File: src/rtl/leading_one_normalizer.sv
// leading_one_normalizer
// Two-stage normalizer placed after the priority-encoder tree. Stage 1 captures
// the value, its leading-one index, a zero flag and the left-shift distance.
// Stage 2 left-justifies the value into a MANT_WIDTH mantissa with an explicit
// leading one. It also reports the exponent and its parity for the rsqrt stage.
// Both sides use ready/valid, so the pipe runs at full throughput and absorbs
// backpressure. It holds at most two beats.
module leading_one_normalizer #(
  parameter int DATA_WIDTH = 32,
  parameter int IDX_WIDTH  = 5,
  parameter int MANT_WIDTH = 16
) (
  input  logic                  clk,
  input  logic                  rst,
  input  logic                  s_valid,
  output logic                  s_ready,
  input  logic [DATA_WIDTH-1:0] s_data,
  input  logic                  s_lead_valid,
  input  logic [IDX_WIDTH-1:0]  s_lead_idx,
  output logic                  m_valid,
  input  logic                  m_ready,
  output logic [MANT_WIDTH-1:0] m_mant,
  output logic [IDX_WIDTH-1:0]  m_exp,
  output logic                  m_zero,
  output logic                  m_odd
);

  // Largest legal index. The shift distance MAX_IDX - idx cannot wrap because
  // the index never exceeds it.
  localparam logic [IDX_WIDTH-1:0] MAX_IDX = IDX_WIDTH'(DATA_WIDTH - 1);

  // Exponent parity. The rsqrt stage uses it to decide whether the exponent
  // halves evenly.
  function automatic logic exp_parity(input logic [IDX_WIDTH-1:0] exp_val);
    return exp_val[0];
  endfunction

  // Stage 1 (capture) state
  logic                  r_v1;
  logic [DATA_WIDTH-1:0] r_data1;
  logic [IDX_WIDTH-1:0]  r_idx1;
  logic [IDX_WIDTH-1:0]  r_sh1;
  logic                  r_zero1;

  // Stage 2 (shift) state; these drive the outputs directly
  logic                  r_v2;
  logic [MANT_WIDTH-1:0] r_mant2;
  logic [IDX_WIDTH-1:0]  r_exp2;
  logic                  r_zero2;
  logic                  r_odd2;

  // Pipeline control and stage-2 next values
  logic                  w_en1;
  logic                  w_en2;
  logic                  w_accept;
  logic [DATA_WIDTH-1:0] w_shifted;
  logic [MANT_WIDTH-1:0] w_mant;
  logic [IDX_WIDTH-1:0]  w_exp;
  logic                  w_odd;

  // A stage may advance when it is empty or when its successor advances.
  // s_ready depends on m_ready and never on s_valid.
  assign w_en2    = !r_v2 || m_ready;
  assign w_en1    = !r_v1 || w_en2;
  assign w_accept = s_valid && w_en1;

  assign s_ready = w_en1;
  assign m_valid = r_v2;
  assign m_mant  = r_mant2;
  assign m_exp   = r_exp2;
  assign m_zero  = r_zero2;
  assign m_odd   = r_odd2;

  // Stage 1: valid follows the input whenever enabled; data loads only on an accepted beat
  always_ff @(posedge clk) begin
    if (rst) begin
      r_v1    <= 1'b0;
      r_data1 <= {DATA_WIDTH{1'b0}};
      r_idx1  <= {IDX_WIDTH{1'b0}};
      r_sh1   <= {IDX_WIDTH{1'b0}};
      r_zero1 <= 1'b0;
    end else begin
      if (w_en1) begin
        r_v1 <= s_valid;
      end
      if (w_accept) begin
        r_data1 <= s_data;
        r_idx1  <= s_lead_idx;
        r_zero1 <= !s_lead_valid;
        r_sh1   <= MAX_IDX - s_lead_idx;
      end
    end
  end

  // Stage 2 datapath: left-justify and keep the top MANT_WIDTH bits (truncate).
  // A zero input forces every field to zero.
  always_comb begin
    w_shifted = r_data1 << r_sh1;
    w_mant    = {MANT_WIDTH{1'b0}};
    w_exp     = {IDX_WIDTH{1'b0}};
    w_odd     = 1'b0;
    if (r_zero1) begin
      w_mant = {MANT_WIDTH{1'b0}};
      w_exp  = {IDX_WIDTH{1'b0}};
      w_odd  = 1'b0;
    end else begin
      w_mant = MANT_WIDTH'(w_shifted >> (DATA_WIDTH - MANT_WIDTH));
      w_exp  = r_idx1;
      w_odd  = exp_parity(r_idx1);
    end
  end

  // Stage 2 registers: load only on a stage 1 -> 2 transfer, so outputs hold while stalled
  always_ff @(posedge clk) begin
    if (rst) begin
      r_v2    <= 1'b0;
      r_mant2 <= {MANT_WIDTH{1'b0}};
      r_exp2  <= {IDX_WIDTH{1'b0}};
      r_zero2 <= 1'b0;
      r_odd2  <= 1'b0;
    end else begin
      if (w_en2) begin
        r_v2 <= r_v1;
        if (r_v1) begin
          r_mant2 <= w_mant;
          r_exp2  <= w_exp;
          r_zero2 <= r_zero1;
          r_odd2  <= w_odd;
        end
      end
    end
  end

endmodule

File: config.mk
export PLATFORM = sky130hd
export DESIGN_NAME = leading_one_normalizer
export DESIGN_NICKNAME = d
export VERILOG_FILES = /design/src/rtl/leading_one_normalizer.sv
export SDC_FILE = /design/constraint.sdc
export NUM_CORES = 1
export LEC_CHECK = 0
export BUFFER_PORTS_ARGS = -buffer_cell sky130_fd_sc_hd__buf_2
export CAP_MARGIN = 20
export CORE_MARGIN = 1.5
export CORE_UTILIZATION = 61
export CTS_CLUSTER_DIAMETER = 150
export DETAILED_ROUTE_END_ITERATION = 10
export GPL_TIMING_DRIVEN = 0
export PLACE_DENSITY_LB_ADDON = 0.1
export SETUP_SLACK_MARGIN = 0.1
export SKIP_CTS_REPAIR_TIMING = 1
export SYNTH_ARGS = -nofsm -noshare
export SYNTH_HDL_FRONTEND = slang
export SYNTH_SLANG_ARGS = --single-unit
File: constraint.sdc
create_clock -name clk -period 5.7 [get_ports clk]
set_clock_uncertainty 0.05 [all_clocks]
set_input_delay 1.14 -clock clk [delete_from_list [all_inputs] [get_ports clk]]
set_output_delay 1.14 -clock clk [all_outputs]
set_load 0.02 [all_outputs]
==> flow_summary.yaml <==
status:
  status: "complete, no violations"
drt:
  postRouteAntennaNets: 0
  vias: 3823
  dr.pass1.iters: 5
  drt_iter0_drc: 243
  drc_errors: 0
  wire_per_inst_um: 18.4
  routed_wl_um: 11000
  via_per_inst: 6.37
power:
  p_per_area_nw_per_um2: 249
  p_comb_share_pct: 22.0
  p_switching_uw: 356
  p_int_uw: 813
  p_sw_share_pct: 30.4
  peakVddDrop_mv: 0.188
  clockPowerShare_pct: 33.6
  leakagePower_nw: 1.83
  power_frac_seq_pct: 44.3
synthesis:
  synth_cell_types: 48
  ys_warn_count: 0
  synth_nets: 484
  synth-simple-area-share_pct: 16.3
  synth_area_leader_cell: "dfxtp_1"
  synth_xor_area_share_pct: 0
  synthTopCellsByArea: "dfxtp_1, mux4_2, nand2_1, a21oi_1, mux2i_1"
  synth_compound_area_share_pct: 17.5
  yosysSeqAreaShare_pct: 33.0
  synth_top_area_share_pct: 33.0
  synth_area_per_cell_um2: 9.20
  synth_top_family_by_area: "multiplexers"
  syn_area_um2: 4070
  ys.flop_type: "dfxtp_1"
  synth-seq-cells: 67
  synth_fa_ha_area_share_pct: 0
  synthCells: 442
  synth_edf_count: 0
  ys_async_sr_fraction_pct: 0
  synth.mux.area_fraction_pct: 26.9
global_routing:
  grt_pass1_vias: 3493
  antenna_found_initial: 0
  grt_pass1_wl_um: 17700
  overflow: 0
  globalRouteTotalUtil_pct: 32.1
  grt_max_degree: 12
cells_and_area:
  syn2layout_area_growth_pct: 15.3
  final_util_pct: 73.4
  fillers: 533
  fin_nets: 560
  drive_above_1_share_pct: 28.1
  regArea_um2: 1340
  n_antenna_cell: 0
  multiInputGateArea_um2: 2470
worst_setup_path:
  cp.arrival_ps: 1750
  required_ps: 4510
  cp_max_fo: 4
  crit_path_end_kind: "output port"
  crit_type: "in -> out"
  startpoint_type: "input pin"
placement:
  preCtsSetupSlack_ps: 2780
  place_hpwl_um: 8310
  finalWeightedCongestion: 0.998
  io_buffers: 65
floorplanning:
  core-area_um2: 6390
  pin_count: 67
  core.rowCount: 29
  dieArea_um2: 7170
  initial_core_util_pct: 63.7
  die_w_um: 84.7
  fp.dieH_um: 84.7
timing:
  finalCritPeriodShare_pct: 51.6
  slew_headroom_pct: 41.1
  hold_viol: 0
  drv_slew: 0
  worstMarginPinSlew_ps: 876
  clock.fmax_ghz: 0.340
  final.setup.worst_slack_ps: 2760
  setup_violations: 0
  finalSetupTns_ps: 0
  rsz0062_at_grt: "false"
  fin_crit_ps: 2940
worst_hold_path:
  holdCritPathClass: "reg -> reg"
clock_network:
  cts_sinks: 67
  cts-buffers-inserted: 9
  tritoncts: "done"
  clk_latency_ps: 360
  cts_buffer_depth: 2
  cts_max_level: 3
  cts-root-buf: "clkbuf_8"
  path_clk_slew_ps: 70
run:
  maxCapViolations: 0
path summary, 6_finish.rpt:
check / start / end / cells past startpoint / slack, ps
max reg2reg: r_sh1[1] / m_mant[15] / 8 / 3380
min: m_zero / m_zero / 2 / 400
min reg2reg: m_zero / m_zero / 2 / 400
max: m_ready / s_ready / 4 / 2760
flip-flops by register name, summed over array words and instances, names as in the netlist:
register / count
m_exp: 5
r_zero1: 1
m_mant: 16
m_valid: 1
r_data1: 32
r_idx1: 5
r_v1: 1
r_sh1: 5
m_zero: 1
cell type report:
| class | instances | area share (%) |
|---|---|---|
| clock inverters | 3 | 0.427 |
| clock buffers | 13 | 3.82 |
| flip-flops and latches | 67 | 28.6 |
| inverters | 6 | 0.480 |
| well taps | 77 | 2.05 |
| repair buffers | 65 | 6.94 |
| plain buffers | 43 | 5.04 |
| multi-input cells | 326 | 52.6 |
kinds of logic (layout without fill, tap and decap cells):
group / count (synthesis) / count (layout)
flops: 67 / 67
compound gates: 113 / 113
simple gates: 151 / 151
buf+inv: 49 / 130
mux: 62 / 62
cells in the final DEF (no fill, tap or decap), drive strengths merged, types with 5 or more instances in the layout:
cell,n
nand2,101
buf,88
dfxtp,67
a21oi,59
mux4,36
clkbuf,33
mux2i,18
nor2,18
o21ai,11
a211oi,10
mux2,8
nor2b,7
nor3b,6
inv,5
a22oi,5
power groups by stage:
stage	Clock, mW	Sequential, mW	Combinational (mW)
6_report	0.393	0.518	0.258
4_1_cts	0.393	0.517	0.253
2_1_floorplan	0	0.526	0.180
5_1_grt	0.408	0.521	0.279
3_5_place_dp	0	0.528	0.252
3_3_place_gp	0	0.526	0.247
per-stage QoR:
step	power [mW]	hold slack, ps	std cells	area (um2)
after floorplan	0.707	382	442	4070
after global routing	1.21	423	600	4690
after global placement	0.774	391	584	4490
final	1.17	403	600	4690
after detailed placement	0.780	394	584	4490
after CTS	1.16	405	600	4690
cells in the mapped netlist, drive strengths merged (2+ instances only):
master and n:
a2111oi 3, a211o 3, a211oi 10, a21oi 59, a221o 2, a22oi 5
a32oi 2, and2 4, buf 23, clkbuf 20, dfxtp 67, inv 5
mux2 8, mux2i 18, mux4 36, nand2 101, nand2b 2, nand3 4
nand3b 2, nor2 18, nor2b 7, nor3b 6, nor4 3, o211a 2
o211ai 3, o21a 3, o21ai 11, o221ai 3, o2bb2ai 2, or3 2
worst max-delay path: stages:
cell and delay [ps]:
buf_2 100, nor2b_1 220, nand2_1 120, buf_2 170
metal layers:
metal  up-vias  wire length (um)  track usage [%]
met1      1820              4720             44.0
met3        34               881             6.49
met2       197              5140             49.1
li1       1772                 -                -
met4         0               301             15.4
met5         -                 0                0
Power figures use the tool's default switching activity.
